### src/rtl/systolic_pkg.sv
// Shared definitions for the N x N output-stationary systolic multiplier:
// controller state encoding and the width helpers used by the top level.
package systolic_pkg;

  typedef logic [1:0] state_t;

  localparam state_t ST_IDLE  = 2'd0;
  localparam state_t ST_LOAD  = 2'd1;
  localparam state_t ST_FLUSH = 2'd2;
  localparam state_t ST_DRAIN = 2'd3;

  // Bits needed to hold an inner dimension in 0..kmax.
  function automatic int k_len_w(input int kmax);
    return $clog2(kmax + 1);
  endfunction

  // Bits needed for a row index 0..n-1.
  function automatic int row_w(input int n);
    return (n < 2) ? 1 : $clog2(n);
  endfunction

  // Zero-injection cycles after the last operand beat: 2N-2 cycles of skew
  // plus one PE register stage.
  function automatic int flush_cycles(input int n);
    return 2 * n - 1;
  endfunction

  // Bits for the flush counter, which runs 0..flush_cycles(n)-1.
  function automatic int flush_w(input int n);
    return $clog2(flush_cycles(n));
  endfunction

endpackage

### src/rtl/systolic_pe_acc.sv
// One processing element: forwards a (east) and b (south) through one
// register each and accumulates a*b into an ACC_WIDTH accumulator.
// Build option: define SYSTOLIC_SIGNED_EN for two's complement operands;
// otherwise operands and products are unsigned.
module systolic_pe_acc #(
  parameter int WIDTH     = 8,
  parameter int ACC_WIDTH = 20
) (
  input  logic                 clk,
  input  logic                 rst,
  input  logic                 clr,
  input  logic [WIDTH-1:0]     a_in,
  input  logic [WIDTH-1:0]     b_in,
  output logic [WIDTH-1:0]     a_out,
  output logic [WIDTH-1:0]     b_out,
  output logic [ACC_WIDTH-1:0] acc
);

  logic [ACC_WIDTH-1:0] prod_ext;

`ifdef SYSTOLIC_SIGNED_EN
  logic signed [2*WIDTH-1:0] prod;
  assign prod     = $signed(a_in) * $signed(b_in);
  // Signed cast sign-extends the product to the accumulator width.
  assign prod_ext = ACC_WIDTH'(prod);
`else
  logic [2*WIDTH-1:0] prod;
  assign prod     = a_in * b_in;
  assign prod_ext = ACC_WIDTH'(prod);
`endif

  // Forward operands one hop and accumulate; clr wins over accumulation.
  always_ff @(posedge clk or negedge rst) begin
    if (!rst) begin
      a_out <= '0;
      b_out <= '0;
      acc   <= '0;
    end else begin
      a_out <= a_in;
      b_out <= b_in;
      acc   <= clr ? '0 : acc + prod_ext;
    end
  end

endmodule

### src/rtl/systolic_array_nxn.sv
// N x N output-stationary systolic matrix multiplier (C = A x B).
// Holds the job controller, input skew lines, the PE grid and the row drain.
// Build option: SYSTOLIC_SIGNED_EN selects signed arithmetic inside the PEs.
//
// Handshakes: a transfer happens on a rising edge where valid && ready.
// Operand side: in_ready is high only in LOAD and does not depend on
// in_valid. Result side: out_valid does not depend on out_ready; while
// out_valid && !out_ready, out_data/out_row/out_last hold their values.
module systolic_array_nxn
  import systolic_pkg::*;
#(
  parameter int N         = 4,
  parameter int WIDTH     = 8,
  parameter int KMAX      = 16,
  parameter int ACC_WIDTH = 2 * WIDTH + $clog2(KMAX)
) (
  input  logic                     clk,
  input  logic                     rst,
  input  logic                     start,
  input  logic [$clog2(KMAX+1)-1:0] k_len,
  output logic                     busy,
  input  logic                     in_valid,
  output logic                     in_ready,
  input  logic [N*WIDTH-1:0]       a_col,
  input  logic [N*WIDTH-1:0]       b_row,
  output logic                     out_valid,
  input  logic                     out_ready,
  output logic [N*ACC_WIDTH-1:0]   out_data,
  output logic [$clog2(N)-1:0]     out_row,
  output logic                     out_last,
  output logic                     done
);

  localparam int KW = k_len_w(KMAX);
  localparam int RW = row_w(N);
  localparam int FW = flush_w(N);
  localparam logic [KW-1:0] KMAX_K     = KW'(KMAX);
  localparam logic [FW-1:0] FLUSH_LAST = FW'(flush_cycles(N) - 1);
  localparam logic [RW-1:0] ROW_LAST   = RW'(N - 1);

  state_t              state;
  logic [KW-1:0]       k_lat;
  logic [KW-1:0]       beat_cnt;
  logic [FW-1:0]       flush_cnt;
  logic [RW-1:0]       row_q;
  logic                done_q;
  logic [KW-1:0]       k_clamp;
  logic                start_ok;
  logic                beat;
  logic                last_take;
  logic [ACC_WIDTH-1:0] acc [N][N];

  // A start in the done cycle is ignored even though the state is IDLE.
  assign start_ok  = (state == ST_IDLE) && start && !done_q;
  assign k_clamp   = (k_len > KMAX_K) ? KMAX_K : k_len;
  assign beat      = (state == ST_LOAD) && in_valid;
  assign last_take = (state == ST_DRAIN) && out_ready && (row_q == ROW_LAST);

  assign busy      = (state != ST_IDLE);
  assign in_ready  = (state == ST_LOAD);
  assign out_valid = (state == ST_DRAIN);
  assign out_row   = row_q;
  assign out_last  = out_valid && (row_q == ROW_LAST);
  assign done      = done_q;

  // Job controller: IDLE -> LOAD (k beats) -> FLUSH (2N-1) -> DRAIN (N rows).
  always_ff @(posedge clk or negedge rst) begin
    if (!rst) begin
      state     <= ST_IDLE;
      k_lat     <= '0;
      beat_cnt  <= '0;
      flush_cnt <= '0;
      row_q     <= '0;
      done_q    <= 1'b0;
    end else begin
      done_q <= last_take;
      case (state)
        ST_IDLE: begin
          if (start_ok) begin
            k_lat     <= k_clamp;
            beat_cnt  <= '0;
            flush_cnt <= '0;
            row_q     <= '0;
            state     <= (k_clamp == '0) ? ST_FLUSH : ST_LOAD;
          end
        end
        ST_LOAD: begin
          if (beat) begin
            beat_cnt <= beat_cnt + KW'(1);
            if (beat_cnt == k_lat - KW'(1)) state <= ST_FLUSH;
          end
        end
        ST_FLUSH: begin
          if (flush_cnt == FLUSH_LAST) begin
            state <= ST_DRAIN;
            row_q <= '0;
          end else begin
            flush_cnt <= flush_cnt + FW'(1);
          end
        end
        ST_DRAIN: begin
          if (out_ready) begin
            if (row_q == ROW_LAST) begin
              state <= ST_IDLE;
              row_q <= '0;
            end else begin
              row_q <= row_q + RW'(1);
            end
          end
        end
        default: state <= ST_IDLE;
      endcase
    end
  end

  // Edge injection and skew: lane i is delayed i cycles; idle lanes carry zero.
  for (genvar i = 0; i < N; i++) begin : g_skew
    logic [WIDTH-1:0] a_inj;
    logic [WIDTH-1:0] b_inj;
    logic [WIDTH-1:0] a_edge;
    logic [WIDTH-1:0] b_edge;
    assign a_inj = beat ? a_col[i*WIDTH +: WIDTH] : '0;
    assign b_inj = beat ? b_row[i*WIDTH +: WIDTH] : '0;
    if (i == 0) begin : g_direct
      assign a_edge = a_inj;
      assign b_edge = b_inj;
    end else begin : g_delay
      logic [WIDTH-1:0] a_sr [i];
      logic [WIDTH-1:0] b_sr [i];
      // Shift lines of depth i for A row i and B column i.
      always_ff @(posedge clk or negedge rst) begin
        if (!rst) begin
          for (int d = 0; d < i; d++) begin
            a_sr[d] <= '0;
            b_sr[d] <= '0;
          end
        end else begin
          a_sr[0] <= a_inj;
          b_sr[0] <= b_inj;
          for (int d = 1; d < i; d++) begin
            a_sr[d] <= a_sr[d-1];
            b_sr[d] <= b_sr[d-1];
          end
        end
      end
      assign a_edge = a_sr[i-1];
      assign b_edge = b_sr[i-1];
    end
  end

  // PE grid: a flows east along rows, b flows south along columns.
  for (genvar i = 0; i < N; i++) begin : g_row
    for (genvar j = 0; j < N; j++) begin : g_col
      logic [WIDTH-1:0] pe_a;
      logic [WIDTH-1:0] pe_b;
      logic [WIDTH-1:0] a_fwd;
      logic [WIDTH-1:0] b_fwd;
      if (j == 0) begin : g_a_edge
        assign pe_a = g_skew[i].a_edge;
      end else begin : g_a_link
        assign pe_a = g_row[i].g_col[j-1].a_fwd;
      end
      if (i == 0) begin : g_b_edge
        assign pe_b = g_skew[j].b_edge;
      end else begin : g_b_link
        assign pe_b = g_row[i-1].g_col[j].b_fwd;
      end
      if (j == N - 1) begin : g_a_tail
        logic [WIDTH-1:0] unused_a;
        assign unused_a = a_fwd;
      end
      if (i == N - 1) begin : g_b_tail
        logic [WIDTH-1:0] unused_b;
        assign unused_b = b_fwd;
      end
      systolic_pe_acc #(
        .WIDTH    (WIDTH),
        .ACC_WIDTH(ACC_WIDTH)
      ) u_pe (
        .clk  (clk),
        .rst  (rst),
        .clr  (start_ok),
        .a_in (pe_a),
        .b_in (pe_b),
        .a_out(a_fwd),
        .b_out(b_fwd),
        .acc  (acc[i][j])
      );
    end
  end

  // Drain mux: present accumulator row out_row while draining, zero otherwise.
  for (genvar j = 0; j < N; j++) begin : g_drain
    assign out_data[j*ACC_WIDTH +: ACC_WIDTH] = out_valid ? acc[row_q][j] : '0;
  end

endmodule

### config.mk
export PLATFORM = sky130hd
export DESIGN_NAME = systolic_array_nxn
export DESIGN_NICKNAME = d
export VERILOG_FILES = /design/src/rtl/systolic_pkg.sv /design/src/rtl/systolic_pe_acc.sv /design/src/rtl/systolic_array_nxn.sv
export SDC_FILE = /design/constraint.sdc
export NUM_CORES = 2
export LEC_CHECK = 0
export BUFFER_PORTS_ARGS = -buffer_cell sky130_fd_sc_hd__buf_2
export CAP_MARGIN = 20
export CORE_UTILIZATION = 40
export DETAILED_ROUTE_END_ITERATION = 16
export SLEW_MARGIN = 10
export SYNTH_ARGS = -nofsm -noshare
export SYNTH_HDL_FRONTEND = slang
export SYNTH_SLANG_ARGS = --single-unit
### constraint.sdc
create_clock -name clk -period 13.7 [get_ports clk]
set_clock_uncertainty 0.05 [all_clocks]
set_input_delay 2.74 -clock clk [delete_from_list [all_inputs] [get_ports clk]]
set_output_delay 2.74 -clock clk [all_outputs]
set_load 0.05 [all_outputs]
# After elaboration in Yosys (flattened, before gate mapping)
# Cells that the tools add are included.
# classes
eq_ne	13
mul	16
n_addsub	20
n_bitwise	1
magnitude_cmp	2
n_mux	51
reduce_logical	18
# op_table
operator	count
two-way mux 20 bit	20
adder 20 x 16 -> 20 bit	16
multiplier 8 x 8 -> 16 bit	16
binary-select mux 80 bit (select 2 bit)	1
two-way mux 80 bit	2
two-way mux 8 bit	8
two-way mux 2 bit	11
two-way mux 5 bit	3
inequality test 2 x 1 -> 1 bit (second input constant)	5
case mux 5 bit (2 select lines)	1
case mux 2 bit (4 select lines)	1
equality test 2 bit (second input constant)	3
logical AND 1 bit	6
two-way mux 3 bit	2
case mux 2 bit (3 select lines)	1
case mux 3 bit (2 select lines)	1
AND reduction 3 bit	2
AND reduction 6 bit	1
nonzero test 2 bit	3
adder 5 x 1 -> 5 bit (second input constant)	1
equality test 5 bit	1
> comparator 5 bit (second input constant)	1
logical NOT 5 bit	1
subtractor 5 x 1 -> 5 bit (second input constant)	1
12 further kinds	13
# totals
regBits	626
in_bits	74

# Logic depth before layout (Yosys ltp)
# logic_depth
depth_word	6
ltp_mapped	21
mapped_depth_nobuf	19

# Modules after synthesis
# Synthesis repeated with hierarchy kept, for this count alone.
# unflattened
hier_cells	6994
hier_area_um2	68052.8
# modules_own_cells
module	area_per_inst_um2	cells_per_inst	seq_area_each_um2	n_inst
systolic_pe_acc at g_row[1].g_col[0].u_pe ...	3907.5	412	900.9	7
systolic_pe_acc at g_row[0].g_col[0].u_pe ...	3854.9	411	900.9	3
systolic_pe_acc at g_row[3].g_col[0].u_pe ...	3772.4	396	900.9	3
systolic_array_nxn	6424.9	485	2852.7	1
systolic_pe_acc at g_row[2].g_col[3].u_pe	3866.2	413	900.9	1
systolic_pe_acc at g_row[0].g_col[3].u_pe	3763.6	397	900.9	1
systolic_pe_acc at g_row[3].g_col[3].u_pe	3763.6	394	900.9	1

# Worst setup path before layout
# No wires, ideal clock.
# synth_timing
path_type	input to register
startpoint	input in_valid
endpoint	register g_row[0].g_col[0].u_pe.acc[18]
t_required_ps	13514
arrival_time_ps	6931
path_buffers	2
setup_ps	136
path_stages	18
setup_slack_ps	6583
path_cell_list	clkbuf_1 -> and3_1 -> clkbuf_1 -> nand2_1 -> fa_1 -> inv_1 -> fa_1 -> fa_1 -> inv_1 -> fa_1 -> inv_1 -> ha_1 -> and2_1 -> o211ai_1 -> o31ai_1 -> o41ai_1 -> a21o_1 -> a21oi_1
# synth_between
elab_chain_cells	5
# synth_lines
item	line_no	rtl
from (decl)	systolic_array_nxn.sv:22	input logic in_valid,
logical AND 1 bit	systolic_array_nxn.sv:56	assign beat = (state == ST_LOAD) && in_valid;
two-way mux 8 bit	systolic_array_nxn.sv:123	assign b_inj = beat ? b_row[i*WIDTH +: WIDTH] : '0;
net g_row[0].g_col[0].pe_b[0]	systolic_array_nxn.sv:155	logic [WIDTH-1:0] pe_b;
multiplier 8 x 8 -> 16 bit	systolic_pe_acc.sv:28	assign prod = a_in * b_in;
adder 20 x 16 -> 20 bit	systolic_pe_acc.sv:41	acc <= clr ? '0 : acc + prod_ext;
two-way mux 20 bit	systolic_pe_acc.sv:41	
to (signal assigned)	systolic_pe_acc.sv:41	
to (decl)	systolic_pe_acc.sv:16	output logic [ACC_WIDTH-1:0] acc
# The timed path passes the listed nets, and every way through them passes these cells.
# A chain may end at the register's enable or synchronous reset.

# Worst setup path in the final report
# layout_timing
startpoint	input in_valid
endpoint	register g_row[0].g_col[0].u_pe.acc[18]
# layout_between
elab_chain_cells	5
# layout_lines
item	line_no
logical AND 1 bit (*)	systolic_array_nxn.sv:56
two-way mux 8 bit, on equally long branches	systolic_array_nxn.sv:122, systolic_array_nxn.sv:123
multiplier 8 x 8 -> 16 bit (*)	systolic_pe_acc.sv:28
adder 20 x 16 -> 20 bit (*)	systolic_pe_acc.sv:41
two-way mux 20 bit (*)	systolic_pe_acc.sv:41
# Mark *: on every way between the ends. The rest lies on a longest branch, timed or not.

==> key figures <==
Final layout
  • Final cell utilization of the core: 44.10%
  • Nets@finish: 8,444
  • Ratio of cells with drive above 1 in the final layout: 6.428%
  • Area occupied by registers: 15,670 um^2
  • Top library cells by usage in the layout, fill and taps aside: inv_1, fa_1, and2_1
  • Most frequent standard cell in the layout excluding fill and tap cells: inv_1
  • Footprint of the multi-input gates: 43,520 um^2
  • Number of fill cells: 15,627
  • Area added between synthesis and finish: 9.082%

Worst setup path
  • Cell-by-cell listing of the critical path: buf_2 -> buf_4 -> and3_1 -> nand2_1 -> fa_1 -> inv_1 -> fa_1 -> fa_1 -> inv_1 -> fa_1 -> inv_1 -> ha_1 -> and4_1 -> nand3_1 -> o31ai_1 -> o41ai_1 -> a21o_1 -> a21oi_1
  • Slowest cell delay on critical path: between 600 and 700 ps
  • Required arrival time at the worst endpoint: 14,280 ps
  • Largest delay share family, worst path: adder cells
  • Critical setup path kind: in2reg
  • R2R depth: 18
  • Count of buffer and inverter cells on the critical path: 5
  • Critical Path Source: in_valid
  • Number of gates on the worst path with buffers counted: 18
  • CP max-delay cell: and3_1
  • WP data arrival: 8180 ps
  • Crit path capture: g_row[0].g_col[0].u_pe.acc[18]$_DFF_PN0_
  • Reg-to-reg endpoint: g_row[0].g_col[0].u_pe.acc[18]$_DFF_PN0_
  • Worst flop-to-flop path startpoint: state[1]$_DFFE_PN0P_
  • Most frequent CP cell: fa_1
  • Nature of the critical path startpoint: input port
  • R2R setup slack: around 7600 ps
  • Category of the worst setup path capture point: flip-flop
  • Highest net fanout along the worst path: slightly above 70

Timing
  • Setup repair after global routing missed its margin: no
  • Final worst-path cycle share: 55.49%
  • Final setup violating endpoints: 0
  • Total negative slack: 0 ps
  • Final Slew Violations: 0
  • Actual slew at the worst max-slew pin: 1034 ps
  • Hold Fails Final Rpt: 0
  • Fmax: 0.1315 GHz
  • Post-route minimum period: between 7000 and 8000 ps
  • Relative slew slack: between 30% and 40%

Power and ir drop
  • Total internal power: 4.942 mW
  • Switching share of power: 43.70%
  • Relative contribution of the clock network to total power: between 20% and 30%
  • Peak VDD IR: 0.1197 mV
  • Fraction of power consumed by sequential logic: a little over a third
  • Static leakage: 37.39 nW
  • Pwr dens: roughly 120 nW/um^2
  • Total power: 8.779 mW
  • Fraction of power consumed by combinational cells: 39.3%
  • Net switching power of the design: 3.837 mW

Clocking
  • Clock latency reported for the late side of the worst-skew pair: 720 ps
  • Worst-case clock buffer depth: 3
  • Hold-fix buffers, CTS: 0
  • Root buffer cell: clkbuf_16
  • TritonCTS Buffers: 78
  • TritonCTS clock tree: done
  • Post-CTS Resized: 0
  • CTS clk-pin slew, worst paths: 60 ps
  • Number of clock sinks seen by CTS: 626
  • Number of H-tree levels: 3
  • Number of buffers inserted by post-CTS setup repair: 0

Synthesis
  • Most area-hungry cell type in the Yosys netlist: fa_1
  • Number of flops mapped to enable cells by yosys: 0
  • Main combinational cell family by area after synthesis: adder cells
  • Async set-reset flop share out of synthesis: between 90% and 100%
  • Post-synthesis register bit count: 626
  • Most instantiated flip-flop cell in the synthesis netlist: dfrtp_1
  • Post-Synthesis Cell Area: between 60,000 and 70,000 um^2
  • Multiplexer share of the synthesized area: between 3 and 4%
  • Leading cell types by total area after synthesis: fa_1, dfrtp_1, ha_1, inv_1, and2_1
  • Nets in the synthesized netlist: 8,333
  • Synth warn: 0
  • Simple-gate share of the synthesized area: 16.33%
  • Post-Synth Adder-Cell Area: a little under two fifths
  • Fraction of the yosys area taken by sequential cells: 24.07%
  • Instance count of the mapped netlist: a little under 7,000
  • Area share of the largest cell type after synthesis: between 20% and 30%
  • Share of the synthesized netlist area taken by xor and xnor gates: 1.534%
  • Number of different library cells in the post-synthesis netlist: 63
  • Avg Synthesized Cell Area: roughly 9.6 um^2
  • Complex-gate fraction of the synthesized area: between 8 and 9%

Placed design
  • Global placer's final weighted congestion: 0.8924
  • Dpl hpwl: 141,100 um
  • Number of port buffers: 160

Route
  • Vias after detailed routing: 47,012
  • Drt wl/cell: about 20 um
  • Total routed wirelength: 178,900 um
  • DRC violations left: 0
  • Number of iterations in the first detailed-routing pass: 7
  • Vias/cell: slightly above 5
  • Number of nets with antenna violations after routing: 0
  • Initial DRC count: 2,625

Floorplan
  • # IOs: 161
  • Core Footprint: roughly 160,000 um^2
  • Initial core utilization: 40.43%
  • DIE WIDTH: 405.3 um
  • Die Footprint: about 160,000 um^2
  • Die height: between 400 and 500 um
  • Row Count: 147

Hold path
  • HP Class: reg2reg

Global route
  • Remaining global-route overflow: 0
  • Combined global-route utilization of all metal layers: 22.53%
  • Antenna violations before repair: 21
  • Vias in the first global route: 49,802
  • Global-route wire length before repair: approximately 280,000 um
  • Largest net degree at the start of global routing: 157

Run status
  • Run status: complete, no violations

Flow run
  • Max-cap violation count: 0
[how the worst min path moves through the flow]
stage | from | to | slack (ps) | depth (start not counted)
after CTS | g_skew[3].g_delay.b_sr[12]$_DFF_PN0_ | g_row[0].g_col[3].pe_b[4]$_DFF_PN0_ | 290 | 0
after detailed placement | g_skew[2].g_delay.a_sr[10]$_DFF_PN0_ | g_row[2].g_col[0].pe_a[2]$_DFF_PN0_ | 280 | 0
after global routing | g_skew[2].g_delay.b_sr[9]$_DFF_PN0_ | g_row[0].g_col[2].pe_b[1]$_DFF_PN0_ | 290 | 0
final | g_skew[2].g_delay.b_sr[9]$_DFF_PN0_ | g_row[0].g_col[2].pe_b[1]$_DFF_PN0_ | 280 | 0
after global placement | g_skew[3].g_delay.b_sr[16]$_DFF_PN0_ | g_skew[3].g_delay.b_sr[8]$_DFF_PN0_ | 280 | 0
after floorplan | g_skew[2].g_delay.b_sr[8]$_DFF_PN0_ | g_row[0].g_col[2].pe_b[0]$_DFF_PN0_ | 280 | 0
[layer usage]
metal	wire length (um)	global-route usage (%)
met1	73570	28.11
met2	88160	38.76
met5	42	0
met3	8546	3.348
met4	8631	9.536
[worst reg2reg max path, stage by stage, from the launching register on]
cell and delay [ps]:
dfrtp_1 430, inv_1 120, ha_2 640, and3_1 650
nand2_1 160, fa_1 550, inv_1 60, fa_1 510
fa_1 500, inv_1 50, fa_1 470, inv_1 40
ha_1 360, and4_1 280, nand3_1 90, o31ai_1 510
o41ai_1 220, a21o_1 200, a21oi_1 110
[cell usage after synthesis, drive strengths merged, types with 10 or more instances]
| master | count |
|---|---|
| nand3 | 44 |
| a2111o | 17 |
| buf | 30 |
| or2 | 14 |
| clkbuf | 116 |
| a211oi | 20 |
| nand2b | 57 |
| nor2 | 294 |
| o41ai | 12 |
| a21o | 89 |
| a221o | 10 |
| nand2 | 652 |
| a31o | 14 |
| a21oi | 269 |
| mux4 | 80 |
| a2111oi | 19 |
| xnor2 | 67 |
| and3 | 86 |
| fa | 800 |
| xor2 | 47 |
| and2 | 739 |
| nor2b | 29 |
| o22ai | 10 |
| o21bai | 37 |
| a31oi | 10 |
| or3 | 36 |
| ha | 665 |
| mux2i | 44 |
| inv | 1414 |
| dfrtp | 626 |
| o21ai | 158 |
| o21a | 39 |
| nor3 | 102 |
| o31ai | 27 |
| nor4 | 19 |
| nand4 | 11 |
| o211ai | 34 |
[sequential cells by signal, indices dropped and copies added (netlist names)]
signal and cells:
done 1, out_row 2, k_lat 5, g_row.g_col.u_pe.b_out 96, g_row.g_col.u_pe.acc 320, beat_cnt 5
g_skew.g_delay.b_sr 24, flush_cnt 3, g_skew.g_delay.a_sr 24, g_row.g_col.pe_b 24, g_row.g_col.pe_a 24, state 2
g_row.g_col.u_pe.a_out 96
[layout make-up]
type | count | share of cell area, %
antenna | 8 | 0.02820
clock buffer | 103 | 3.023
clock inverter | 41 | 0.8920
inverter | 1414 | 7.478
multi-input combinational | 4608 | 61.32
sequential | 626 | 22.08
tap | 2160 | 3.808
timing repair buffer | 177 | 1.375
[cells by family (layout without fill, tap and decap cells)]
family          count (synthesis)  count (layout)
xor+xnor                      114             114
compound gates                806             806
simple gates                 2099            2099
other cells                     0               8
fa+ha+maj                    1465            1465
flops                         626             626
buf+inv                      1560            1735
mux                           124             124
[power groups by stage]
stage	clock, mW	sequential (mW)	combinational, mW
after floorplan	0	2.54	2.67
after global placement	0	3.09	3.37
after detailed placement	0	3.10	3.45
after CTS	2.34	3.06	3.48
after global routing	2.41	3.09	3.96
final	2.28	3.05	3.45
[stage by stage]
step                cells  instance area (um^2)  worst slack, ps  hold slack [ps]
global route         9132                 70970             5833            286.0
global placement     8985                 68180             5420            281.5
finish               9137                 70980             6098            279.8
floorplan            6794                 65070             6583            281.2
detailed placement   8985                 68180             5425            284.7
CTS                  9129                 70960             6147            289.9
No activity file was read; power rests on OpenSTA's default activity.
